===== src/rtl/ones_count_arbiter.sv =====
// ones_count_arbiter: round-robin share of one bit-counting datapath among N_REQ requesters
//   clock      : rising-edge clock
//   reset      : asynchronous active-high reset
//   req        : per-requester count request, held until its done pulse
//   req_data   : word i at [i*DATA_W +: DATA_W]
//   grant      : registered one-hot owner of the datapath
//   done       : one-cycle pulse to the owner, result_out valid that cycle
//   result_out : registered count, held until the next capture
//   busy       : FSM not idle
//   err        : watchdog abort pulse (ONES_ARB_WATCHDOG_EN), else tied 0
//   dp_load/dp_data/dp_shift/dp_done/dp_result : datapath interface
//   Optional feature macro: ONES_ARB_WATCHDOG_EN
module ones_count_arbiter #(
    parameter int N_REQ  = 4,
    parameter int DATA_W = 8,
    parameter int CNT_W  = $clog2(DATA_W + 1)
) (
    input  logic                    clock,
    input  logic                    reset,
    input  logic [N_REQ-1:0]        req,
    input  logic [N_REQ*DATA_W-1:0] req_data,
    output logic [N_REQ-1:0]        grant,
    output logic [N_REQ-1:0]        done,
    output logic [CNT_W-1:0]        result_out,
    output logic                    busy,
    output logic                    err,
    output logic                    dp_load,
    output logic [DATA_W-1:0]       dp_data,
    output logic                    dp_shift,
    input  logic                    dp_done,
    input  logic [CNT_W-1:0]        dp_result
);
    localparam int IW = (N_REQ > 1) ? $clog2(N_REQ) : 1;
    typedef enum logic [2:0] {S_IDLE, S_LOAD, S_SHIFT, S_DONE, S_RELEASE} state_t;
    state_t            state, state_d;
    logic [IW-1:0]     ptr, ptr_d, idx, idx_d, win, j;
    logic              found;
    logic [N_REQ-1:0]  grant_d, done_d, own;
    logic [CNT_W-1:0]  result_d;
`ifdef ONES_ARB_WATCHDOG_EN
    logic [CNT_W-1:0]  wd, wd_d;
    logic              err_d;
`endif
    assign own      = N_REQ'(1) << idx;
    assign busy     = state != S_IDLE;
    assign dp_load  = state == S_LOAD;
    assign dp_shift = state == S_SHIFT && !dp_done;
    // search starts just after the last owner so every requester gets a turn
    always_comb begin
        found = 1'b0;
        win   = '0;
        j     = '0;
        for (int k = 1; k <= N_REQ; k++) begin
            j = IW'((int'(ptr) + k) % N_REQ);
            if (!found && req[j]) begin
                found = 1'b1;
                win   = j;
            end
        end
    end
    always_comb begin
        dp_data = '0;
        for (int i = 0; i < N_REQ; i++)
            if (grant[i]) dp_data = dp_data | req_data[i*DATA_W +: DATA_W];
    end
    always_comb begin
        state_d  = state;
        grant_d  = grant;
        done_d   = '0;
        result_d = result_out;
        ptr_d    = ptr;
        idx_d    = idx;
`ifdef ONES_ARB_WATCHDOG_EN
        wd_d     = '0;
        err_d    = 1'b0;
`endif
        case (state)
            S_IDLE: if (found) begin
                idx_d   = win;
                grant_d = N_REQ'(1) << win;
                state_d = S_LOAD;
            end
            S_LOAD: if (!req[idx]) begin
                grant_d = '0;
                ptr_d   = idx;
                state_d = S_IDLE;
            end else state_d = S_SHIFT;
            S_SHIFT: begin
                // owner withdrawing mid-count aborts without a done pulse
                if (!req[idx]) begin
                    grant_d = '0;
                    ptr_d   = idx;
                    state_d = S_IDLE;
                end else if (dp_done) state_d = S_DONE;
`ifdef ONES_ARB_WATCHDOG_EN
                else if (wd == CNT_W'(DATA_W)) begin
                    err_d    = 1'b1;
                    result_d = '1;
                    done_d   = own;
                    ptr_d    = idx;
                    state_d  = S_RELEASE;
                end else wd_d = wd + 1'b1;
`endif
            end
            S_DONE: begin
                result_d = dp_result;
                done_d   = own;
                ptr_d    = idx;
                state_d  = S_RELEASE;
            end
            S_RELEASE: if (!req[idx]) begin
                grant_d = '0;
                state_d = S_IDLE;
            end
            default: state_d = S_IDLE;
        endcase
    end
    always_ff @(posedge clock or posedge reset) begin
        if (reset) begin
            state      <= S_IDLE;
            grant      <= '0;
            done       <= '0;
            result_out <= '0;
            ptr        <= IW'(N_REQ - 1);
            idx        <= '0;
        end else begin
            state      <= state_d;
            grant      <= grant_d;
            done       <= done_d;
            result_out <= result_d;
            ptr        <= ptr_d;
            idx        <= idx_d;
        end
    end
`ifdef ONES_ARB_WATCHDOG_EN
    always_ff @(posedge clock or posedge reset) begin
        if (reset) begin
            wd  <= '0;
            err <= 1'b0;
        end else begin
            wd  <= wd_d;
            err <= err_d;
        end
    end
`else
    assign err = 1'b0;
`endif
endmodule


===== config.mk =====
export PLATFORM = sky130hd
export DESIGN_NAME = ones_count_arbiter
export DESIGN_NICKNAME = d
export VERILOG_FILES = /design/src/rtl/ones_count_arbiter.sv
export SDC_FILE = /design/constraint.sdc
export NUM_CORES = 1
export LEC_CHECK = 0
export CAP_MARGIN = 30
export CORE_MARGIN = 5
export CORE_UTILIZATION = 25
export DETAILED_ROUTE_END_ITERATION = 10
export DONT_BUFFER_PORTS = 1
export HOLD_SLACK_MARGIN = 0.1
export SLEW_MARGIN = 20
export SYNTH_ARGS = -nofsm -noshare
export SYNTH_HDL_FRONTEND = slang
export SYNTH_SLANG_ARGS = --single-unit

===== constraint.sdc =====
create_clock -name clock -period 2.2 [get_ports clock]
set_input_delay 0.44 -clock clock [delete_from_list [all_inputs] [get_ports clock]]
set_output_delay 0.44 -clock clock [all_outputs]
set_load 0.02 [all_outputs]

==> results of run 1 <==
sequential cells by signal (all words and copies together) (netlist names):
name	cells
state	3
done	4
ptr	2
idx	2
result_out	4
grant	4
worst max-delay path: stages (launching register included):
cell and delay [ns]:
dfrtp_1 0.64, a22oi_1 0.20, nand2_1 0.23
layer usage:
layer | up-vias | wire length, µm
met4 | 0 | 8
li1 | 436 | -
met5 | - | 0
met2 | 57 | 1696
met3 | 2 | 251
met1 | 482 | 1211
logic make-up after synthesis:
family | after synthesis
AOI/OAI and AO/OA | 31
buffers and inverters | 13
DFF | 19
other | 1
and+or+nand+nor | 53
muxes | 6
xor gates and xnor gates | 1
stage by stage:
step	hold WS, ns	cell area, µm²	setup slack, ns
2_1_floorplan	0.3897	1149	0.4843
6_report	0.1835	1209	0.4352
3_5_place_dp	0.4799	1162	0.4825
5_1_grt	0.2567	1209	0.2958
4_1_cts	0.1998	1209	0.3987
3_3_place_gp	0.4589	1162	0.5329
report_power, final:
group	total (mW)	internal [mW]	switching [mW]	leakage, nW
registers	0.779	0.491	0.288	0.241
logic	0.820	0.343	0.477	0.280
clock network	0.241	0.126	0.115	0.0255
cells in the mapped netlist, drive strengths merged, types with 2 or more instances:
master  count
a22oi      16
mux2        2
inv         3
nand2b      3
nor2        8
dfrtp      17
clkbuf      4
a32o        3
nor3b       3
nand2      28
mux2i       3
a21oi       2
buf         6
dfstp       2
o21ai       3
a31oi       2
nor3        2
nor2b       2
how the worst max path moves through the flow:
stage | endpoint | cells after the start | start | slack, ns
2_1_floorplan | dp_shift | 2 | state[2] | 0.48
3_3_place_gp | ptr[0] | 4 | idx[0] | 0.53
3_5_place_dp | ptr[0] | 4 | idx[0] | 0.48
4_1_cts | dp_data[1] | 2 | grant[0] | 0.40
5_1_grt | idx[0] | 4 | state[1] | 0.30
6_report | dp_data[0] | 2 | grant[2] | 0.44
cell type report:
cell class	count	area (µm²)
tap	52	65.06
sequential	19	478.0
inverter	3	11.26
multi-input combinational	92	585.6
clock buffer	3	41.29
timing repair buffer	3	22.52
fill	465	3206
clock inverter	1	5.005
==> impl_metrics.ini, run 1 <==
[floorplan]
die-area_mm2 = 0.006050
start_util = 0.2602
core_area_mm2 = 0.004414
dieWidth_um = 77.78
die_h_um = 77.78
num_rows = 24
ios = 67

[global_route]
use_met1 = 0.1076
grt_use_met3 = 0.03009
grt_max_degree = 20
antenna_found_initial = 0
busiest_layer = met2
grt_pass1_vias = 955
grt_first_pass_wirelength_um = 4843
grtUsageMet2 = 0.1903
grt.overflow.total = 0
grt.total_usage = 0.09959

[synthesis]
synth_area_leaders = dfrtp_1, a22oi_1, nand2_1
ys.warnings.count = 0
synthCells = 124
synth_top_cell_by_area = dfrtp_1
yosys.area_share.adder = 0
synth_ff_type = dfrtp_1
ys_ff_latch = 19
synth_compound_gate_area_share = 0.2081
synth_top_family_by_area = simple AND/OR/NAND/NOR gates
synth_area_mm2 = 0.001149
async_flop_share = 1.000
synth_top_cell_area_share = 0.3704
synth_mux_area_frac = 0.07190
post_synth.cell_area_avg_um2 = 9.263
synth-simple-area-share = 0.2190
synth_xor_area_frac = 0.007625
synth-edff-count = 0
synth-seq-area-share = 0.4161
synth.net_count = 167
synth.distinct_cells = 39

[place]
place.gp.congestion = 0.8252
dp.cells = 169
dp_hpwl_um = 2547
port_buffers = 0

[sta]
setup_viol = 0
rsz0062_at_grt = no
achievable-frequency_ghz = 0.5666
drv_slew = 0
skew_ns = 0.002882
hold_viol = 0
relSlewSlack = 0.5251
min_period_over_period = 0.8022
fin_tns_setup_ns = 0
fin_crit_ns = 1.765
worst-slew-pin-transition_ns = 0.7115

[detailed_routing]
wl_per_cell_um = 18.31
drcViolationCount = 0
drt_wl_total_um = 3167
first_pass_iters = 4
drt_iter0_markers = 47
num_vias = 977
avgViaCountPerCell = 5.647
ant_nets = 0

[clocking]
cts.clk_slew.worst_paths_ns = 0.07
htreeDepth = 1
cts_hold_buf = 0
post_cts_buffers = 0
cts_root_buffer = clkbuf_8
cts_buffer_depth = 2
clock-sinks = 19
cts_resized = 0
tritoncts = done
cts-buffers-inserted = 3
clk_latency_ns = 0.25

[setup_path]
path_class = register to output port
endpoint_kind = output port
r2r_cells = 4
reg2reg_to = ptr[0]
startpoint_type = register
path_max_fanout = 10
rrSetupSlack_ns = 0.46
worstPathRequired_ns = 1.76
cp.arrival_ns = 1.32
r2r-start = idx[0]

[hold_path]
hp-class = input port to asynchronous set/reset pin

[cells_and_area]
layout_common_cells = nand2_1, dfrtp_1, a22oi_1, nor2_1
fin_cells = 173
syn2layout_area_growth_pct = 5.229
final_common_cell = nand2_1
final_util = 0.2738
layout-drive-gt1-share = 0.1570
diodes = 0
nets = 165

[outcome]
status = finished clean

[power_and_ir_drop]
powerDensity_mw_per_mm2 = 1522
power.leakage_nw = 0.5459
p_total_mw = 1.840
ir_drop_uv = 631.4

[run]
max_cap_violations = 0
(Power assumes the default switching activity.)
==> inputs of run 2 (changes only) <==
- clock period: 2.2 -> 1.5 ns (I/O delays scaled with it)
==> impl_metrics.ini, run 2 (synthesis gave the netlist of run 1 again) <==
[outcome]
status = finished, violations left
violations = setup timing

[clocking]
clock-sinks = 19
htreeDepth = 1
cts_root_buffer = clkbuf_8
clk_latency_ns = 0.26
cts-buffers-inserted = 3
tritoncts = done
cts.clk_slew.worst_paths_ns = 0.07
cts_buffer_depth = 2

[global_route]
grt_first_pass_wirelength_um = 5002
grt_pass1_vias = 1042
antenna_found_initial = 0
grt_max_degree = 20
grt.total_usage = 0.1016
grt.overflow.total = 0

[sta]
achievable-frequency_ghz = 0.6472
fin_crit_ns = 1.545
timing.final.ws_setup_ns = -0.04503
skew_ns = 0.005841
setup_viol = 7
rsz0062_at_grt = yes
drv_slew = 0
min_period_over_period = 1.030
hold_viol = 0
timing.hold.ws_ns = 0.1501

[hold_path]
hold_end = result_out[0]
hp-class = input port to register
hold_depth = 2
hold_start = dp_result[0]

[detailed_routing]
num_vias = 1032
first_pass_iters = 4
wl_per_cell_um = 17.81
drcViolationCount = 0
drt_iter0_markers = 27
avgViaCountPerCell = 5.403
drt_wl_total_um = 3402
ant_nets = 0

[setup_path]
cp.arrival_ns = 1.25
slowest_stage = dfrtp_2
worstPathRequired_ns = 1.20
startpoint_type = register
r2r-start = idx[0]
endpoint_kind = output port
critPathMaxStageDelay_ns = 0.45
path_class = register to output port
critPathTopFamily = flip-flops
path_max_fanout = 4
reg2reg_to = ptr[1]
rrSetupSlack_ns = -0.05
crit_chain = or3_4, buf_6
r2r_cells = 4
cp_num_buf_inv = 1

[power_and_ir_drop]
ir_drop_uv = 811.5
power.leakage_nw = 0.6418
p_total_mw = 3.173
powerDensity_mw_per_mm2 = 2205

[cells_and_area]
final_common_cell = nand2_1
final_util = 0.3260
regArea_um2 = 484.2
diodes = 0
layout_common_cells = nand2_1, buf_4, a22oi_1, dfrtp_1, nor2_1
multi_input_area_um2 = 660.6
layout-drive-gt1-share = 0.4029
syn2layout_area_growth_pct = 25.27
fill_cells = 439
nets = 183
reg.largest.list = done x4, grant x4, result_out x4

[floorplan]
dieWidth_um = 77.78
die_h_um = 77.78
die-area_mm2 = 0.006050
start_util = 0.2602
num_rows = 24
ios = 67
core_area_mm2 = 0.004414

[run]
max_cap_violations = 0

[place]
place.gp.congestion = 0.7899
dp_hpwl_um = 2589
port_buffers = 0
==> run 2: cell types whose count changed in the layout (fill, tap and decap cells not counted), sizes merged <==
cell / delta
buf: +17
dlygate4sd3: +1
==> run 2: where the power goes <==
part / internal, mW / total [mW] / switching, mW
Clock: 0.185 / 0.355 / 0.170
Combinational: 0.826 / 1.74 / 0.918
Sequential: 0.732 / 1.07 / 0.342
==> run 2: worst max path at each step <==
stage | startpoint | end | slack [ns] | cells after the start
finish | state[2] | busy | -0.05 | 2
global route | state[0] | dp_shift | -0.09 | 3
CTS | state[2] | busy | -0.04 | 2
detailed placement | idx[0] | ptr[0] | -0.03 | 4
global placement | idx[0] | ptr[0] | 0.02 | 4
floorplan | idx[0] | ptr[0] | -0.08 | 5
==> run 2: cell type report <==
type,instances,area share
timing repair buffer,21,0.1191
inverter,3,0.007826
tap,52,0.04522
multi-input combinational,92,0.4591
clock inverter,1,0.003478
clock buffer,3,0.02870
sequential,19,0.3365
==> run 2: worst reg2reg max path, stage by stage (launching register included) <==
cell      delay [ns]
dfrtp_1         0.38
mux4_2          0.56
o21ai_2         0.15
nand2b_2        0.09
mux2_4          0.30
==> run 2: repair_timing <==
action	4_1_cts	5_1_grt
gates cloned	0	0
hold endpoints to repair	17	0
pin swaps	3	3
resized for setup	13	11
endpoints found under the setup margin	11	17
hold buffers	1	0
buffers inserted	5	0
==> run 2: metrics by stage <==
| step | cell area [µm²] | TNS (ns) | setup WS (ns) | cells |
|---|---|---|---|---|
| 3_3_place_gp | 1255 | 0 | 0.02146 | 181 |
| 4_1_cts | 1398 | -0.1556 | -0.04474 | 191 |
| 6_report | 1439 | -0.2095 | -0.04503 | 191 |
| 5_1_grt | 1439 | -0.5548 | -0.08564 | 191 |
| 3_5_place_dp | 1255 | -0.04760 | -0.02673 | 181 |
| 2_1_floorplan | 1151 | -0.3193 | -0.07647 | 124 |
==> run 2: routing by layer <==
metal / global-route usage / vias up / part of all wire
li1: - / 473 / -
met1: 0.1050 / 498 / 0.37
met2: 0.1995 / 55 / 0.55
met3: 0.02083 / 6 / 0.061
met4: 0.03265 / 0 / 0.016
met5: 0 / - / 0
==> inputs of run 3 (changes only) <==
- GPL_TIMING_DRIVEN: default -> 0
==> impl_metrics.ini, run 3 (synthesis gave the netlist of run 1 again) <==
[sta]
worst-slew-pin-transition_ns = 0.8648
relSlewSlack = 0.4181
rsz0062_at_grt = yes
timing.final.ws_setup_ns = -0.1115
setup_viol = 11
timing.hold.ws_ns = 0.1493
achievable-frequency_ghz = 0.6206
fin_crit_ns = 1.611
min_period_over_period = 1.074
skew_ns = 0.002622
hold_viol = 0
fin_tns_setup_ns = -0.4719
drv_slew = 0

[detailed_routing]
num_vias = 981
avgViaCountPerCell = 5.274
ant_nets = 0
drt_wl_total_um = 3282
drcViolationCount = 0
wl_per_cell_um = 17.65
drt_iter0_markers = 29
first_pass_iters = 4

[clocking]
cts_root_buffer = clkbuf_8
cts_buffer_depth = 2
tritoncts = done
cts-buffers-inserted = 3
clk_latency_ns = 0.25
cts.clk_slew.worst_paths_ns = 0.07
clock-sinks = 19
htreeDepth = 1

[setup_path]
startpoint_type = register
reg2reg_to = ptr[0]
r2r-start = idx[0]
r2r_cells = 5
path_class = register to register
crit_chain = buf_6, mux4_2, o21ai_2, nand2b_2, mux2_4
rrSetupSlack_ns = -0.11
path_max_fanout = 3
cp.arrival_ns = 1.79
endpoint_kind = register
critPathMaxStageDelay_ns = 0.53
worstPathRequired_ns = 1.68
slowest_stage = mux4_2

[floorplan]
die-area_mm2 = 0.006050
start_util = 0.2602
ios = 67
core_area_mm2 = 0.004414
dieWidth_um = 77.78
num_rows = 24
die_h_um = 77.78

[global_route]
grt_first_pass_wirelength_um = 5057
grt_max_degree = 20
grt_pass1_vias = 1022
grt.total_usage = 0.1035
antenna_found_initial = 0
grt.overflow.total = 0

[power_and_ir_drop]
power.leakage_nw = 0.6254
p_int_mw = 1.718
power_frac_clock = 0.112
power.share.sequential = 0.329
swShare = 0.4525
powerDensity_mw_per_mm2 = 2111
p_total_mw = 3.138
ir_drop_uv = 413.2
p_sw_mw = 1.420
pwr-share-comb = 0.559

[hold_path]
hold_depth = 2
hold_end = result_out[2]
hold_start = dp_result[2]
hp-class = input port to register

[place]
placed_cell_area_mm2 = 0.001216
dp_slack_ns = -0.1976
port_buffers = 0
place.gp.congestion = 0.8336
dp_hpwl_um = 2536
dp.cells = 176

[cells_and_area]
final_cell_area_mm2 = 0.001486
final_common_cell = nand2_1
reg.largest.list = done x4, grant x4, result_out x4
fill_cells = 434
fin_cells = 186
nets = 178
layout-drive-gt1-share = 0.4627
final_util = 0.3367
layout_common_cells = nand2_1, a22oi_2, dfrtp_1, nand2_2, nor2_1
diodes = 0
syn2layout_area_growth_pct = 29.41

[outcome]
status = finished, violations left
violations = setup timing

[run]
max_cap_violations = 0
==> run 3: changes by cell type in the layout (fill, tap and decap cells not counted), sizes merged <==
cell,before,now
buf,20,13
clkbuf,3,5
==> run 3: power by group through the flow <==
stage          registers (mW)  logic, mW  clock network, mW
2_1_floorplan           0.966       1.22                  0
3_3_place_gp             1.00       1.39                  0
3_5_place_dp             1.01       1.44                  0
4_1_cts                  1.02       1.70              0.367
5_1_grt                  1.06       1.92              0.397
6_report                 1.03       1.75              0.351
==> run 3: worst max path at each step <==
stage                     startpoint        to  depth (start not counted)
after CTS                   state[2]  dp_shift                          2
after global routing          idx[0]    ptr[0]                          5
after global placement      state[2]  dp_shift                          2
final                         idx[0]    ptr[0]                          5
after floorplan               idx[0]    ptr[0]                          5
after detailed placement    state[2]  dp_shift                          2
==> run 3: layer usage <==
| metal | track usage | wire [µm] | vias to the layer above |
|---|---|---|---|
| met5 | 0 | 0 | - |
| met4 | 0.04296 | 53 | 0 |
| met3 | 0.03125 | 334 | 4 |
| met2 | 0.1962 | 1746 | 55 |
| met1 | 0.1030 | 1148 | 460 |
| li1 | - | - | 462 |
==> run 3: final cells by class <==
| cell class | instances | area (µm²) | share of cell area |
|---|---|---|---|
| plain buffers | 10 | 111.4 | 0.07492 |
| repair buffers | 6 | 55.05 | 0.03704 |
| well taps | 52 | 65.06 | 0.04377 |
| flip-flops and latches | 19 | 484.2 | 0.3258 |
| clock inverters | 1 | 5.005 | 0.003367 |
| multi-input cells | 92 | 713.2 | 0.4798 |
| clock buffers | 3 | 41.29 | 0.02778 |
| inverters | 3 | 11.26 | 0.007576 |
==> run 3: critical path, delay by kind of cell, from the launching register on <==
| kind | cells | cell delay, ns |
|---|---|---|
| mux | 2 | 0.84 |
| flops | 1 | 0.34 |
| compound gates | 1 | 0.15 |
| simple gates | 1 | 0.11 |
| buf+inv | 1 | 0.10 |
==> run 3: what timing repair did <==
action,4_1_cts,5_1_grt
hold buffers,1,0
pin swaps,9,12
endpoints found under the setup margin,19,21
cloned,2,0
hold endpoints to repair,17,0
setup buffers,3,0
gates resized for setup,40,11
==> RTL edit 1 (flow settings as in run 3) <==
Add a define of `ONES_ARB_WATCHDOG_EN`.
--- a/src/rtl/ones_count_arbiter.sv
+++ b/src/rtl/ones_count_arbiter.sv
@@ -11,4 +11,6 @@
 //   dp_load/dp_data/dp_shift/dp_done/dp_result : datapath interface
 //   Optional feature macro: ONES_ARB_WATCHDOG_EN
+`define ONES_ARB_WATCHDOG_EN
+
 module ones_count_arbiter #(
     parameter int N_REQ  = 4,
Behaviour: no difference found for any inputs over 10 cycles, from zero or initial values and one cycle with reset high; that may be too few to reach the edited logic, so the function may still have changed.
==> RTL edit 1 against run 3 <==
The run still ends with setup timing left; clock skew increased by 0.00069 ns; cell area increased by 45%; routed wire length increased by 35%; synthesized cell count increased by 18%; area after synthesis increased by 25%; sequential cell count increased by 5; worst setup slack got worse by 0.19 ns; power increased by 42%; highest routed layer unchanged.
==> RTL edit 1: results (changes against run 3) <==
Cells and area
  – Fin area: 2160 um2 (+45%)
  – Share of layout cells above drive strength 1: 62.3% (+16 points)
  – Clock buffers: 4 (+1)
  – Non-CTS buffers: 36 (+20)
  – Clk cell area share: 2.55% (-0.56 points)
  – Logic inverters: 6 (+3)
  – FFs & Latches: 24 (+5)
  – Filler cells: 552 (+27%)
  – Multi-input combinational area share: 47.1% (-0.88 points)
  – Layout non-clock buf frac: 16.8% (+5.6 points)
  – Reg area: 609 um2 (+26%)
  – Multi-input gates: 105 (+14%)

Pwr
  – Clock net power: 447 uW (+27%)
  – Sequential Power: 1.19 mW (+16%)
  – Clock power share: 10.0% (-1.2 points)
  – Switching share of power: 42.8% (-2.5 points)
  – Pleak: 0.858 nW (+37%)
  – Maximum VDD drop: 0.503 mV (+22%)

Place
  – Placer Congestion: 0.780 (-6.4%)
  – DP Area: 1560 um2 (+28%)
  – Pre-CTS WS: -0.394 ns (-0.197 ns)
  – Hpwl dp: 2850 um (+13%)
  – Placed cell count: 218 (+24%)

Detailed routing
  – DRT met1 WL: 1790 um (+56%)
  – Drt total wl: 4430 um (+35%)
  – Met2 wire len: 2340 um (+34%)
  – Iteration-0 DRC count of the detailed router: 85 (+190%)
  – WL per Instance: 17.9 um (+1.6%)
  – Metal3 WL: 208 um (-38%)
  – Vias per Instance: 5.35 (+1.4%)

Status
  – Violated checks: setup timing
  – Status: finished, violations left

Global route
  – Met2 Usage GRT: 21.3% (+1.7 points)
  – First-pass GRT wire length: 7040 um (+39%)
  – Grt met3 use: 2.88% (-0.24 points)
  – Total Routing Usage GR: 12.0% (+1.7 points)
  – Vias in the first global route: 1374 (+34%)
  – GRT met1 Usage: 14.2% (+3.9 points)

STA
  – Final Skew: 0.00331 ns (+0.000689 ns)
  – Finish-stage setup viols: 30 (+19)
  – Setup WS post-layout: -0.305 ns (-0.193 ns)
  – Hold slack final: 0.173 ns (+0.0237 ns)
  – Setup TNS: -3.11 ns (-2.63 ns)
  – Slew margin rel.: 44.8% (+3.0 points)

Worst setup path
  – R2R Path Start: idx[1]
  – Critical Path AT: 2.01 ns (+0.22 ns)
  – Max incr delay on CP: 0.36 ns (-0.17 ns)
  – CP max-delay cell: mux2_2

Logic synthesis
  – Unique masters post-synth: 43 (+10%)
  – Synth cell count leaders: 22 x dfrtp_1, 16 x a22oi_1, 15 x nor2_1
  – Synth top area cells: dfrtp_1 38%, a22oi_1 8.4%, nor2_1 3.9%
  – Syn Area/Cell: 9.83 um2 (+6.1%)
  – Cell Area, Synth: 1440 um2 (+25%)

Clock tree
  – Post-CTS setup repair buffer count: 17 (+14)
  – # resized after CTS: 76 (+90%)
  – Worst-skew pair later-pin latency: 0.27 ns (+0.02 ns)
  – Clock-pin slew on the worst setup and hold paths: 0.09 ns (+0.02 ns)

Worst hold path
  – Hold path depth: 1 (-1)
  – Worst Hold End: result_out[3]
  – Hold wc startpoint: dp_result[3]
==> RTL edit 1: cell count changes after synthesis, moves of 4 or more <==
cell / delta
nor2_1: +8
dfrtp_1: +5
mux2_2: +4
nand2_1: -14
o22a_2: +5
==> RTL edit 1: how the worst max path moves through the flow <==
stage                       from       end  cells after the start
after global routing      idx[1]    ptr[0]                      5
after floorplan           req[3]    ptr[0]                      5
final                     idx[1]    ptr[0]                      5
after global placement    idx[0]  state[2]                      4
after detailed placement  idx[0]  state[2]                      4
after CTS                 idx[1]    ptr[0]                      5
==> RTL edit 1: kinds of logic after synthesis <==
| group | Yosys count | synth area share, % |
|---|---|---|
| and+or+nand+nor | 52 | 20.8 |
| AOI/OAI and AO/OA | 41 | 22.1 |
| DFF | 24 | 42.0 |
| buffers and inverters | 17 | 5.23 |
| muxes | 8 | 6.80 |
| xor gates and xnor gates | 2 | 1.22 |
| adders and majority gates | 2 | 1.74 |
==> RTL edit 2 (flow settings as in run 3) <==
Without the edit above. The 5 states of `state_t` get a one-hot encoding in 5 bits.
--- a/src/rtl/ones_count_arbiter.sv
+++ b/src/rtl/ones_count_arbiter.sv
@@ -32,5 +32,5 @@
 );
     localparam int IW = (N_REQ > 1) ? $clog2(N_REQ) : 1;
-    typedef enum logic [2:0] {S_IDLE, S_LOAD, S_SHIFT, S_DONE, S_RELEASE} state_t;
+    typedef enum logic [4:0] {S_IDLE = 5'b00001, S_LOAD = 5'b00010, S_SHIFT = 5'b00100, S_DONE = 5'b01000, S_RELEASE = 5'b10000} state_t;
     state_t            state, state_d;
     logic [IW-1:0]     ptr, ptr_d, idx, idx_d, win, j;
Formal check against the unedited RTL: no difference found for any inputs over 10 cycles, from zero or initial values and one cycle with reset high; not proved beyond that.
==> RTL edit 2 against run 3 <==
The run still ends with setup timing left; hold slack worse by 0.0012 ns; cell area is 25% higher; fmax is 3.8% lower; sequential cell count is 2 higher; sequential share of layout area is 3.5 points lower; routed wire length is 11% higher; via count is 9.2% higher; worst setup slack worse by 0.063 ns; power is 8.0% higher; area after synthesis is 6.5% higher; largest cell class unchanged; die area is 5.7% higher; highest routed layer unchanged; cell count is 17% higher; critical path depth is 1 lower.
==> RTL edit 2: results (changes against run 3) <==
Logic synthesis
  – Proportion of synthesized area in mux cells: 4.60% (-2.6 points)
  – Compound-Gate Fraction of Synth Area: 21.9% (+1.1 points)
  – Synth Net Count: 171 (+2.4%)
  – Synth cell count leaders: 25 x nand2_1, 18 x dfrtp_1, 16 x a22oi_1
  – Syn Area/Cell: 9.56 um2 (+3.2%)
  – Xor and xnor area share after synthesis: 0.716% (-0.047 points)

Detailed routing
  – Vias per Instance: 4.91 (-6.9%)
  – Iteration-0 DRC count of the detailed router: 52 (+79%)
  – Met2 wire len: 1950 um (+12%)
  – Metal3 WL: 168 um (-50%)

Worst setup path
  – Worst Path Max Fanout: 7 (+4)
  – Worst reg-to-reg setup slack: -0.14 ns (-0.03 ns)
  – R2R Path Start: state[4]
  – Critical Path AT: 1.37 ns (-0.42 ns)
  – Max incr delay on CP: 0.39 ns (-0.14 ns)
  – Crit path max-delay family: simple AND/OR/NAND/NOR gates

Pwr
  – Maximum VDD drop: 0.545 mV (+32%)
  – Switching share of power: 43.1% (-2.1 points)
  – Pleak: 0.735 nW (+18%)

Cells and area
  – Antenna Cells: 0 (unchanged)
  – Share of layout cells above drive strength 1: 60.9% (+15 points)
  – Filler cells: 458 (+5.5%)
  – Max reg flops: 5
  – Non-Filler Instances: 218 (+17%)

STA
  – Hold slack final: 0.148 ns (-0.00124 ns)
  – Setup WS post-layout: -0.175 ns (-0.0634 ns)
  – Finish-stage setup viols: 17 (+6)
  – Setup TNS: -1.27 ns (-0.796 ns)
  – Final Skew: 0.00388 ns (+0.00126 ns)

Global route
  – Met2 Usage GRT: 17.6% (-2.0 points)
  – First-pass GRT wire length: 5480 um (+8.3%)
  – GRT met1 Usage: 13.7% (+3.4 points)
  – Total Routing Usage GR: 10.9% (+0.53 points)
  – Grt met3 use: 2.93% (-0.19 points)
  – Vias in the first global route: 1078 (+5.5%)
  – GRT overflow: 0 (unchanged)
  – Largest net degree at the start of global routing: 22 (+10%)

Worst hold path
  – Worst Hold End: result_out[1]

Place
  – DP Area: 1360 um2 (+12%)
  – Placer Congestion: 0.704 (-16%)
  – Hpwl dp: 2390 um (-5.8%)
  – Placed cell count: 196 (+11%)
  – Pre-CTS WS: -0.221 ns (-0.0231 ns)

Status
  – Status: finished, violations left
  – Violated checks: setup timing
RTL edit 2: layout make-up:
type	instances	area, um2	share of cell area, %
multi-input combinational	96	863	46.5
sequential	21	539	29.1
timing repair buffer	20	210	11.3
buffer	8	105	5.66
tap	67	83.8	4.52
clock buffer	3	41.3	2.23
inverter	2	7.51	0.405
clock inverter	1	5.00	0.270
RTL edit 2: timing repair:
item	4_1_cts	5_1_grt
setup endpoints to repair	22	26
gates resized for setup	56	18
pin swaps	9	17
hold buffers	0	1
endpoints found under the hold margin	0	8
setup buffers	10	4
cloned	2	1
RTL edit 2: power by group through the flow:
stage	sequential (mW)	combinational (mW)	clock, mW
floorplan	1.02	1.17	0
global placement	1.09	1.32	0
detailed placement	1.08	1.33	0
CTS	1.10	1.76	0.380
global route	1.18	2.03	0.405
finish	1.14	1.88	0.367
RTL edit 2: cell families after synthesis:
family                    count (synthesis)
muxes                                     4
xor gates and xnor gates                  1
other                                     1
and+or+nand+nor                          56
DFF                                      21
buffers and inverters                    11
AOI/OAI and AO/OA                        34
